<file path="config.mk">
export PLATFORM = sky130hd
export DESIGN_NAME = draw_sequencer
export DESIGN_NICKNAME = d
export VERILOG_FILES = /design/src/rtl/draw_pkg.sv /design/src/rtl/plot_mux_clip.sv /design/src/rtl/draw_sequencer.sv
export SDC_FILE = /design/constraint.sdc
export NUM_CORES = 1
export LEC_CHECK = 0
export ABC_AREA = 1
export CORE_UTILIZATION = 32
export DETAILED_ROUTE_END_ITERATION = 7
export GPL_ROUTABILITY_DRIVEN = 0
export GPL_TIMING_DRIVEN = 0
export PLACE_DENSITY = 0.66
export SLEW_MARGIN = 30
export SYNTH_ARGS = -nofsm -noshare
export SYNTH_HDL_FRONTEND = slang
export SYNTH_SLANG_ARGS = --single-unit
</file>
<file path="constraint.sdc">
create_clock -name clk -period 2.3 [get_ports clk]
set_input_delay 0.345 -clock clk [delete_from_list [all_inputs] [get_ports clk]]
set_output_delay 0.345 -clock clk [all_outputs]
set_load 0.02 [all_outputs]
</file>
<file path="src/rtl/draw_pkg.sv">
// Shared types and screen constants for the draw sequencer and its plot path.
// The pixel struct is the common currency between engines and the plot mux.
package draw_pkg;

    localparam int unsigned SCREEN_W = 160;
    localparam int unsigned SCREEN_H = 120;

    typedef enum logic [2:0] {
        S_IDLE,
        S_FILL,
        S_FILL_REL,
        S_CIRC,
        S_CIRC_REL,
        S_DONE
    } state_t;

    typedef enum logic [1:0] {
        SRC_NONE,
        SRC_FILL,
        SRC_CIRC
    } src_t;

    typedef struct packed {
        logic [7:0] x;
        logic [6:0] y;
        logic [2:0] colour;
        logic       plot;
    } pixel_t;

endpackage

</file>
<file path="src/rtl/plot_mux_clip.sv">
// Selects one engine's pixel stream, drops off-screen points and registers the
// result onto the VGA write port.
module plot_mux_clip #(
    parameter int unsigned SCREEN_W = draw_pkg::SCREEN_W,
    parameter int unsigned SCREEN_H = draw_pkg::SCREEN_H
) (
    input  logic              clk,
    input  logic              rst,
    input  draw_pkg::src_t    sel,
    input  draw_pkg::pixel_t  fill_pix,
    input  draw_pkg::pixel_t  circ_pix,
    output logic [7:0]        vga_x,
    output logic [6:0]        vga_y,
    output logic [2:0]        vga_colour,
    output logic              vga_plot
);
    import draw_pkg::*;

    pixel_t src;
    logic   in_state;
    logic   on_screen;

    always_comb begin
        src      = '0;
        in_state = 1'b0;
        case (sel)
            SRC_FILL: begin
                src      = fill_pix;
                in_state = 1'b1;
            end
            SRC_CIRC: begin
                src      = circ_pix;
                in_state = 1'b1;
            end
            default: ;
        endcase
    end

    // Unsigned full-width compares so engine wrap-around (x=255, y=127) is dropped.
    assign on_screen = (32'(src.x) < SCREEN_W) && (32'(src.y) < SCREEN_H);

    always_ff @(posedge clk or posedge rst) begin
        if (rst) begin
            vga_x      <= '0;
            vga_y      <= '0;
            vga_colour <= '0;
            vga_plot   <= 1'b0;
        end else begin
            vga_plot <= src.plot & in_state & on_screen;
            if (in_state) begin
                vga_x      <= src.x;
                vga_y      <= src.y;
                vga_colour <= src.colour;
            end
        end
    end

endmodule

</file>
<file path="src/rtl/draw_sequencer.sv">
// Job scheduler: optional screen clear followed by one circle, sharing the
// single VGA write port between the fill and circle engines.
module draw_sequencer #(
    parameter logic [2:0]  CLEAR_COLOUR = 3'b000,
    parameter int unsigned SCREEN_W     = draw_pkg::SCREEN_W,
    parameter int unsigned SCREEN_H     = draw_pkg::SCREEN_H
) (
    input  logic       clk,
    input  logic       rst,
    input  logic       start,
    input  logic       skip_fill,
    input  logic [7:0] centre_x,
    input  logic [6:0] centre_y,
    input  logic [7:0] radius,
    input  logic [2:0] colour,
    output logic       done,
    output logic       fill_start,
    output logic [2:0] fill_colour,
    input  logic       fill_done,
    input  logic [7:0] fill_x,
    input  logic [6:0] fill_y,
    input  logic       fill_plot,
    output logic       circ_start,
    output logic [7:0] circ_cx,
    output logic [6:0] circ_cy,
    output logic [7:0] circ_r,
    output logic [2:0] circ_colour,
    input  logic       circ_done,
    input  logic [7:0] circ_x,
    input  logic [6:0] circ_y,
    input  logic       circ_plot,
    output logic [7:0] vga_x,
    output logic [6:0] vga_y,
    output logic [2:0] vga_colour,
    output logic       vga_plot
);
    import draw_pkg::*;

    state_t state, state_next;
    src_t   sel;
    logic   accept;
    pixel_t fill_pix;
    pixel_t circ_pix;

    always_ff @(posedge clk or posedge rst) begin
        if (rst) begin
            state <= S_IDLE;
        end else begin
            state <= state_next;
        end
    end

    // Dropping start in any active state abandons the job; the IDLE guard then
    // holds off a restart until both engines have released their done lines.
    always_comb begin
        state_next = state;
        accept     = 1'b0;
        done       = 1'b0;
        fill_start = 1'b0;
        circ_start = 1'b0;
        sel        = SRC_NONE;
        case (state)
            S_IDLE: begin
                if (start && !fill_done && !circ_done) begin
                    accept     = 1'b1;
                    state_next = skip_fill ? S_CIRC : S_FILL;
                end
            end
            S_FILL: begin
                fill_start = 1'b1;
                sel        = SRC_FILL;
                if (!start)         state_next = S_IDLE;
                else if (fill_done) state_next = S_FILL_REL;
            end
            S_FILL_REL: begin
                if (!start)          state_next = S_IDLE;
                else if (!fill_done) state_next = S_CIRC;
            end
            S_CIRC: begin
                circ_start = 1'b1;
                sel        = SRC_CIRC;
                if (!start)         state_next = S_IDLE;
                else if (circ_done) state_next = S_CIRC_REL;
            end
            S_CIRC_REL: begin
                if (!start)          state_next = S_IDLE;
                else if (!circ_done) state_next = S_DONE;
            end
            S_DONE: begin
                done = 1'b1;
                if (!start) state_next = S_IDLE;
            end
            default: state_next = S_IDLE;
        endcase
    end

    always_ff @(posedge clk or posedge rst) begin
        if (rst) begin
            circ_cx     <= '0;
            circ_cy     <= '0;
            circ_r      <= '0;
            circ_colour <= '0;
        end else if (accept) begin
            circ_cx     <= centre_x;
            circ_cy     <= centre_y;
            circ_r      <= radius;
            circ_colour <= colour;
        end
    end

    assign fill_colour = CLEAR_COLOUR;

    assign fill_pix = '{x: fill_x, y: fill_y, colour: CLEAR_COLOUR, plot: fill_plot};
    assign circ_pix = '{x: circ_x, y: circ_y, colour: circ_colour, plot: circ_plot};

    plot_mux_clip #(
        .SCREEN_W (SCREEN_W),
        .SCREEN_H (SCREEN_H)
    ) u_plot (
        .clk        (clk),
        .rst        (rst),
        .sel        (sel),
        .fill_pix   (fill_pix),
        .circ_pix   (circ_pix),
        .vga_x      (vga_x),
        .vga_y      (vga_y),
        .vga_colour (vga_colour),
        .vga_plot   (vga_plot)
    );

endmodule

</file>
After elaboration in Yosys (flattened, before gate mapping)

Cells that the tools add are included.

Register bits after elaboration: 48
Output and inout bits: 51
Word-level logic and storage cells: 54

Order comparisons: 2
Equal/unequal tests: 13
Mux-type cells: 20
Bitwise operators: 2
Reductions and logical operators: 8

Operators with widths:

| kind                 | number |
|---|---|
| $pmux W19 S2         | 1 |
| $mux W3              | 10 |
| $pmux W3 S6          | 1 |
| $ne A3 B3 Y1 const B | 4 |
| $lt A8 B8 Y1 const B | 1 |
| $lt A7 B7 Y1 const B | 1 |
| $eq A3 B2 Y1 const B | 2 |
| $eq A3 B3 Y1 const B | 2 |
| $mux W1              | 6 |
| $reduce_and A6 Y1    | 1 |
| $ne A2 B2 Y1 const B | 2 |
| $pmux W2 S2          | 1 |
| $eq A3 B1 Y1 const B | 1 |
| $logic_and A1 B1 Y1  | 3 |
| $logic_not A3 Y1     | 1 |
| $and A1 B1 Y1        | 2 |
| $eq A2 B1 Y1 const B | 1 |
| $eq A2 B2 Y1 const B | 1 |
| $logic_not A1 Y1     | 2 |
| $mux W2              | 1 |
| $reduce_or A2 Y1     | 1 |

Depth between registers and ports, before layout

Gate-level depths: netlist of run 1.

Word-level depth: 7
Mapped depth: 12
Mapped depth without buffers: 11

Cells and area by module

Synthesis of run 1 repeated with hierarchy kept, for this count alone.

Cells, all modules: 297
Area total of the unflattened synthesis: 2,366.0 um^2

By module, submodules not included:

| module         | times used | cells each | area each (um^2) | sequential area each (um^2) |
|---|---|---|---|---|
| draw_sequencer | 1          | 174        | 1,385.1          | 725.7 |
| plot_mux_clip  | 1          | 123        | 980.9            | 475.5 |

Worst setup path after synthesis of run 1

No wires, ideal clock.

Path type: reg2reg
Start: register state[2]
End: register u_plot.vga_plot
Arrival: 2.261 ns
Required time: 2.179 ns
Path slack: -0.082 ns
Cell stages (with the launch flop): 13
Path buffers: 3
Cell sequence: dfrtp_1 > buf_4 > nor3_1 > inv_1 > ha_1 > buf_6 > nor2_1 > buf_4 > nand2_1 > nand2_1 > nand2_1 > nand2_1 > nor2_1

Word-level cells in the longest chain between the ends: 7
Elaborated cells between the ends (all ways): 13

RTL lines:

| what                                                 | line                                     | RTL |
|---|---|---|
| start: declaration                                   | draw_sequencer.sv:39                     | `state_t state, state_next;` |
| start signal: assignment                             | draw_sequencer.sv:49                     | `state <= state_next;` |
| $eq A3 B2 Y1 or $eq A3 B1 Y1 (tied branches)         | draw_sequencer.sv:62                     | `case (state)` |
| $pmux W2 S2 (*)                                      | draw_sequencer.sv:62                     |  |
| $eq A2 B2 Y1 or $eq A2 B1 Y1 (tied branches)         | plot_mux_clip.sv:26                      | `case (sel)` |
| $pmux W19 S2 or $reduce_or A2 Y1 (tied branches)     | n/a                                      |  |
| $lt A8 B8 Y1 (tied with other cells)                 | plot_mux_clip.sv:40                      | `assign on_screen = (32'(src.x) < SCREEN_W) && (32'(src.y) < SCREEN_H);` |
| $logic_and A1 B1 Y1 or $and A1 B1 Y1 (tied branches) | plot_mux_clip.sv:40, plot_mux_clip.sv:49 |  |
| $and A1 B1 Y1 (*)                                    | plot_mux_clip.sv:49                      | `vga_plot <= src.plot & in_state & on_screen;` |
| end signal: assignment                               | plot_mux_clip.sv:49                      |  |
| end: declaration                                     | plot_mux_clip.sv:15                      | `output logic vga_plot` |

Mark *: on every way between the ends. The rest lies on a longest branch, timed or not.
A chain may end at the register's enable or synchronous reset.

Worst setup path after layout of run 1

Start: register state[1]
End: register u_plot.vga_plot

The elaborated chain is that of the path after synthesis.

==> qor.txt, run 1 <==
SYNTH
------------------------------------------------------------------------------------------------------
Post-Syn Area                                                                               2340 sq um
Register area share after synthesis                                                              51.4%
Synthesized instance count                                                                         278
Distinct cell type count after synthesis                                                            25
Async set-or-reset flop fraction in the synthesized netlist                                       100%
Count leader, synth                                                                            nand2_1
Fraction of post-synthesis cell area in the top cell type by area                                51.4%
Top cells by count, synth                                                                 nand2_1 (94), dfrtp_1 (48), inv_1 (37)
Flops & latches, synth                                                                              48
Synth area leader                                                                              dfrtp_1
Warnings, synthesis                                                                                  0
Cell types with the largest area share after synthesis                                    dfrtp_1 (51%), nand2_1 (15%), inv_1 (5.9%), o21ai_2 (4.5%), nand3_1 (4.3%)
Number of enable-type register cells in the synthesized netlist                                      0
Average cell area after synthesis                                                           8.41 sq um
Predominant post-synthesis flop cell                                                           dfrtp_1

POWER AND IR DROP
------------------------------------------------------------------------------------------------------
Share of total power in combinational logic                                                      54.3%
Leakage                                                                                     0.00179 uW
Power dissipated by switching net loads                                                        1670 uW
Internal Dissipation                                                                           2500 uW
Portion of total power attributed to the clock network                                           12.8%
Worst supply voltage drop on vdd                                                              0.526 mV
Power share of the sequential group                                                              32.9%
PwrDens                                                                                   1130 nW/um^2
Switching share of power                                                                         40.1%

CLOCKING
------------------------------------------------------------------------------------------------------
Number of clock sinks                                                                               48
Clock transition at the register clock pins on the worst setup and hold paths after CTS          90 ps
Hold buffer count at CTS                                                                             0
Clock buffer depth                                                                                   2
Clock tree from TritonCTS                                                                          yes
Number of post-CTS setup repair buffers                                                              0
Number of gates resized after CTS                                                                    0
Clock tree root buffer cell                                                                   clkbuf_8
Htree depth                                                                                          2
Clock network latency to the later pin of the worst-skew pair                                   300 ps
Number of CTS-inserted buffers                                                                       5

GRT
------------------------------------------------------------------------------------------------------
Total GRT Usage                                                                                  15.9%
First-pass GRT wire length                                                                     9470 um
Vias in the first global route                                                                    2115
Total congestion overflow after global routing                                                       0
Maximum number of pins on one net before global-route repair                                        49
Initial antenna violation count                                                                      0

SETUP PATH
------------------------------------------------------------------------------------------------------
Number of buffers and inverters on the critical path                                                 2
Critical-path top delay cell                                                                   dfrtp_1
Required @ worst endpoint                                                                      2480 ps
Worst setup path class                                                                      reg -> reg
Stage delay of the slowest cell on the critical path                                            480 ps
Data arrival time of the worst path                                                            2270 ps
Largest fanout on the critical path                                                                 10
Worst setup SP type                                                                          flip-flop
Critical path capture point type                                                             flip-flop
CP most frequent cell                                                                          nand2_1
Critical path cell sequence                                                               nor3_4 -> inv_1 -> ha_1 -> buf_6 -> nor2_4 -> nand2_1 -> nand2_1 -> nand2_1 -> nor3_1 -> nor2_1
Dominant delay contributor by cell family on the critical path                            simple AND/OR/NAND/NOR gates

DETAILED ROUTING
------------------------------------------------------------------------------------------------------
DRT iter0 DRCs                                                                                      43
Total number of vias                                                                              2128
Count of TritonRoute iterations in the first routing pass                                            4
Remaining antenna violation count                                                                    0
WL/cell                                                                                        11.6 um
Wirelength, routed                                                                             5740 um
Number of vias per cell after detailed routing                                                    4.31
Post-route DRC                                                                                       0

STA
------------------------------------------------------------------------------------------------------
Final worst-path cycle share                                                                     90.8%
Minimum period implied by the final worst setup slack                                          2090 ps
Clock tree skew after final layout                                                             8.51 ps
Number of endpoints with negative hold slack in the final report                                     0
Final number of setup-violating endpoints                                                            0
Hold_ws                                                                                         463 ps
Worst slew margin relative to its limit                                                          60.4%
Maximum frequency from static timing analysis                                                  479 MHz
Final Max Slew Viols                                                                                 0
Slew of the pin with the lowest slew margin                                                     594 ps

PLACEMENT
------------------------------------------------------------------------------------------------------
I/O Buffers                                                                                        111
Placement-stage cell area                                                                   3580 sq um
DP HPWL                                                                                        4420 um

FLOORPLANNING
------------------------------------------------------------------------------------------------------
Die outline height                                                                             87.5 um
Die Width                                                                                      87.5 um
Number of standard-cell rows in the floorplan                                                       30
I/O Pins                                                                                           115
CORE AREA                                                                                   6940 sq um
Area of the die                                                                             7650 sq um
Initial core utilization                                                                         33.7%

FINAL LAYOUT
------------------------------------------------------------------------------------------------------
Total non-filler cell area in the finished layout                                           3690 sq um
Utilization after layout                                                                         53.1%
Post-synthesis to final-layout area growth                                                       57.7%
Final nets                                                                                         464
Ant diodes                                                                                           0
Proportion of layout cells with a drive suffix above 1                                           11.3%

FLOW RUN
------------------------------------------------------------------------------------------------------
Max-cap violations                                                                                   0

RUN STATUS
------------------------------------------------------------------------------------------------------
Outcome                                                                                   complete, no violations

HOLD PATH
------------------------------------------------------------------------------------------------------
Class of the tightest hold or removal check                                                in -> async

cells in the final DEF, fill, tap and decap left out:
cell type | Yosys | routed
clkdlybuf4s50_1 | 0 | 111
nand2_1 | 94 | 94
dfrtp_1 | 48 | 48
inv_1 | 37 | 36
nand3_1 | 20 | 20
o21ai_1 | 14 | 14
o21ai_2 | 12 | 12
nor2_1 | 10 | 10
clkbuf_8 | 0 | 7
buf_6 | 6 | 6
buf_4 | 5 | 5
a22o_1 | 4 | 4
a21oi_1 | 4 | 4
inv_2 | 3 | 3
nor2_4 | 3 | 3
buf_2 | 3 | 3
conb_1 | 1 | 3
nor2_2 | 2 | 2
nor3_1 | 3 | 2
ha_1 | 2 | 2
nand2_2 | 1 | 1
nand3_4 | 1 | 1
nand4_1 | 1 | 1
o21bai_1 | 1 | 1
and2_1 | 1 | 1
o211ai_1 | 1 | 1
nor3_4 | 0 | 1
inv_4 | 0 | 1
o21ai_0 | 1 | 1
cell families (layout without fill, tap and decap cells):
group           Yosys count  in the layout  synth area share [%]
simple gates            136            136                  25.1
buf+inv                  54            172                  11.6
flops                    48             48                  51.4
compound gates           37             37                  10.7
fa+ha+maj                 2              2                  1.07
other cells               1              3                 0.160
per-stage QoR:
step           TNS (ps)  power (uW)  instances  setup slack [ps]
3_5_place_dp          0        3670        487               154
4_1_cts               0        4220        494               145
5_1_grt           -6.47        4490        494             -6.47
2_1_floorplan         0        2670        280               179
6_report              0        4170        494               212
3_3_place_gp     -11250        3640        487              -238
metal layers:
metal | up-vias | wire length, um | share of wire, % | global-route usage (%)
li1 | 1096 | - | - | -
met1 | 945 | 2360 | 41 | 18.2
met2 | 83 | 2820 | 49 | 28.1
met3 | 4 | 513 | 8.9 | 5.21
met4 | 0 | 48 | 0.84 | 4.62
met5 | - | 0 | 0 | 0
worst reg2reg max path, cell delays in order (launching register included):
cell,delay (ps)
dfrtp_1,480
nor3_4,280
inv_1,70
ha_1,310
buf_6,140
nor2_4,240
nand2_1,110
nand2_1,80
nand2_1,50
nor3_1,160
nor2_1,60
registers in the layout (all words and copies together), names as in the netlist:
name	flops
circ_colour	3
circ_cy	7
u_plot.vga_plot	1
u_plot.vga_colour	3
circ_cx	8
u_plot.vga_x	8
state	3
u_plot.vga_y	7
circ_r	8
path summary, 6_finish.rpt:
| path | start | to | slack [ps] | depth (start not counted) |
|---|---|---|---|---|
| min | rst | u_plot.vga_x[3]$_DFFE_PP0P_ | 460 | 2 |
| min in group clk | u_plot.vga_x[6]$_DFFE_PP0P_ | u_plot.vga_x[6]$_DFFE_PP0P_ | 480 | 2 |
| min reg2reg | u_plot.vga_x[6]$_DFFE_PP0P_ | u_plot.vga_x[6]$_DFFE_PP0P_ | 480 | 2 |
| max | state[1]$_DFFE_PP0P_ | u_plot.vga_plot$_DFF_PP0_ | 210 | 10 |
| max in group asynchronous | rst | u_plot.vga_y[4]$_DFFE_PP0P_ | 1410 | 2 |
| max reg2reg | state[1]$_DFFE_PP0P_ | u_plot.vga_plot$_DFF_PP0_ | 210 | 10 |
power by group through the flow:
stage	clock (uW)	combinational (uW)	sequential, uW
3_3_place_gp	0	2260	1380
6_report	532	2260	1370
3_5_place_dp	0	2280	1390
4_1_cts	554	2290	1380
5_1_grt	582	2480	1420
2_1_floorplan	0	906	1760
layout make-up:
class,instances,area (sq um)
Buffer,14,120
Multi-Input combinational cell,178,886
Tap cell,96,120
Timing Repair Buffer,111,1110
Sequential cell,48,1200
Inverter,40,153
Fill cell,653,3260
Clock buffer,7,96.3
No activity file was read; power rests on OpenSTA's default activity.
==> inputs of run 2 (changes only) <==
Settings changed: SLEW_MARGIN 30 to unset.
==> run 2 against run 1 <==
Net effect: worst setup slack got worse by 43 ps; final cell count grew 0.81%; global-route usage about the same; power hardly changed; die area is the same; largest power group unchanged.
==> qor.txt, run 2 (synthesis results as in run 1) <==
RUN STATUS
------------------------------------------------------------------------------------------------------
Outcome                                                                                   complete, no violations

POWER AND IR DROP
------------------------------------------------------------------------------------------------------
Worst supply voltage drop on vdd                                                              0.477 mV
Power dissipated by switching net loads                                                        1680 uW
Portion of total power attributed to the clock network                                           12.3%
Internal Dissipation                                                                           2490 uW
Share of total power in combinational logic                                                      54.7%
Switching share of power                                                                         40.4%
Power share of the sequential group                                                              33.0%
Leakage                                                                                     0.00181 uW
PwrDens                                                                                   1120 nW/um^2

DETAILED ROUTING
------------------------------------------------------------------------------------------------------
Wirelength, routed                                                                             5870 um
WL/cell                                                                                        11.8 um
Remaining antenna violation count                                                                    0
Total number of vias                                                                              2157
Post-route DRC                                                                                       0
DRT iter0 DRCs                                                                                      56
Number of vias per cell after detailed routing                                                    4.33
Count of TritonRoute iterations in the first routing pass                                            4

SETUP PATH
------------------------------------------------------------------------------------------------------
Worst setup path class                                                                      reg -> reg
Required @ worst endpoint                                                                      2480 ps
Largest fanout on the critical path                                                                  9
Data arrival time of the worst path                                                            2310 ps
Critical path capture point type                                                             flip-flop
Worst setup SP type                                                                          flip-flop

FINAL LAYOUT
------------------------------------------------------------------------------------------------------
Leading registers by flop count                                                           circ_cx: 8 flops, circ_r: 8 flops, u_plot.vga_x: 8 flops
Most frequent standard cell in the layout excluding fill and tap cells                    clkdlybuf4s50_1
Fill cell total of the finished layout                                                             648
Footprint of the flip-flops and latches                                                     1200 sq um
Proportion of layout cells with a drive suffix above 1                                           11.9%
Final nets                                                                                         467
Ant diodes                                                                                           0
Total non-filler cell area in the finished layout                                           3720 sq um
Leading cell types in the layout, fill and taps excluded                                  clkdlybuf4s50_1 (111), nand2_1 (94), dfrtp_1 (48), inv_1 (36), nand3_1 (20)
Combined area of the multi-input logic cells                                                 888 sq um
Post-synthesis to final-layout area growth                                                       58.9%

FLOORPLANNING
------------------------------------------------------------------------------------------------------
Die outline height                                                                             87.5 um
Die Width                                                                                      87.5 um
Number of standard-cell rows in the floorplan                                                       30
Initial core utilization                                                                         33.7%
I/O Pins                                                                                           115
CORE AREA                                                                                   6940 sq um
Area of the die                                                                             7650 sq um

STA
------------------------------------------------------------------------------------------------------
Final sum of negative setup slack                                                                 0 ps
Clock tree skew after final layout                                                             7.95 ps
Crit path setup slack, layout                                                                   169 ps
Maximum frequency from static timing analysis                                                  469 MHz
Hold_ws                                                                                         322 ps
Final Max Slew Viols                                                                                 0
Minimum period implied by the final worst setup slack                                          2130 ps
Number of endpoints with negative hold slack in the final report                                     0
Final number of setup-violating endpoints                                                            0
RSZ-0062 raised after global routing                                                                no
Final worst-path cycle share                                                                     92.7%

GRT
------------------------------------------------------------------------------------------------------
First-pass GRT wire length                                                                     9490 um
GRT met2 Usage                                                                                   28.0%
Layer with the highest usage after global routing                                                 met2
Grt met1 use                                                                                     18.1%
Vias in the first global route                                                                    2118
Met3 usage in global routing                                                                     5.21%
Maximum number of pins on one net before global-route repair                                        35
Total GRT Usage                                                                                  15.8%
Total congestion overflow after global routing                                                       0
Initial antenna violation count                                                                      0

PLACEMENT
------------------------------------------------------------------------------------------------------
DP HPWL                                                                                        4540 um
Placement-stage cell area                                                                   3600 sq um
Dpl ws                                                                                          142 ps
I/O Buffers                                                                                        111

CLOCKING
------------------------------------------------------------------------------------------------------
Number of clock sinks                                                                               48
Clock network latency to the later pin of the worst-skew pair                                   300 ps
Number of CTS-inserted buffers                                                                       5
Clock tree from TritonCTS                                                                          yes
Clock buffer depth                                                                                   2
Htree depth                                                                                          2
Clock tree root buffer cell                                                                   clkbuf_8
Hold buffer count at CTS                                                                             0
Clock transition at the register clock pins on the worst setup and hold paths after CTS          90 ps

FLOW RUN
------------------------------------------------------------------------------------------------------
Max-cap violations                                                                                   0

HOLD PATH
------------------------------------------------------------------------------------------------------
Class of the tightest hold or removal check                                                in -> async

[run 2: cell count changes in the layout (fill, tap and decap cells not counted)]
| cell | before | now |
|---|---|---|
| clkbuf_1 | 0 | 2 |
| nor2_2 | 2 | 3 |
| buf_12 | 0 | 1 |
| clkbuf_8 | 7 | 6 |
| buf_4 | 5 | 7 |
| nor2_1 | 10 | 9 |
| inv_2 | 3 | 4 |
| inv_4 | 1 | 0 |
[run 2: cell type report]
| type | count | area share (%) |
|---|---|---|
| Inverter | 40 | 4.04 |
| Multi-Input combinational cell | 178 | 23.9 |
| Clock buffer | 8 | 2.42 |
| Tap cell | 96 | 3.23 |
| Buffer | 14 | 3.23 |
| Sequential cell | 48 | 32.3 |
| Timing Repair Buffer | 114 | 30.8 |
[run 2: through the flow]
step           power (uW)  utilization, %  instances
2_1_floorplan        2670               -        280
3_3_place_gp         3640            51.6        487
3_5_place_dp         3670            51.9        488
4_1_cts              4200            53.2        496
5_1_grt              4480            53.5        498
6_report             4170            53.5        498
[run 2: path summary, 6_finish.rpt]
kind                                        startpoint                          end  slack, ps  cells past startpoint
max in group asynchronous                          rst         state[1]$_DFFE_PP0P_       1480                      3
worst min register to register  circ_cx[7]$_DFFE_PP0P_       circ_cx[7]$_DFFE_PP0P_        480                      2
worst max register to register    state[0]$_DFFE_PP0P_    u_plot.vga_plot$_DFF_PP0_        170                     11
min in group clk                circ_cx[7]$_DFFE_PP0P_       circ_cx[7]$_DFFE_PP0P_        480                      2
worst min-delay path                               rst  u_plot.vga_x[3]$_DFFE_PP0P_        320                      2
worst max-delay path              state[0]$_DFFE_PP0P_    u_plot.vga_plot$_DFF_PP0_        170                     11
[run 2: repair_timing]
| action | CTS | global route |
|---|---|---|
| gates resized for setup | 0 | 2 |
| endpoints found under the setup margin | 0 | 1 |
| buffers inserted | 0 | 2 |
[run 2: worst max-delay path: stages (launching register included)]
cell     delay [ps]
dfrtp_1         440
inv_2           110
nor3_4          260
inv_1            70
ha_1            300
buf_6           140
nor2_4          200
nand2_1         100
nand2_1          80
nand2_1          60
nor3_1          200
nor2_1           60
[run 2: layer usage]
metal / vias to the layer above / share of wire, %
met5: - / 0
met1: 968 / 41
met2: 82 / 48
met4: 0 / 1.3
met3: 7 / 9.2
li1: 1100 / -
[run 2: power groups by stage]
stage / Clock (uW) / Sequential (uW) / Combinational [uW]
global placement: 0 / 1380 / 2260
floorplan: 0 / 1760 / 906
CTS: 535 / 1380 / 2290
global route: 560 / 1430 / 2500
detailed placement: 0 / 1390 / 2280
finish: 514 / 1380 / 2280
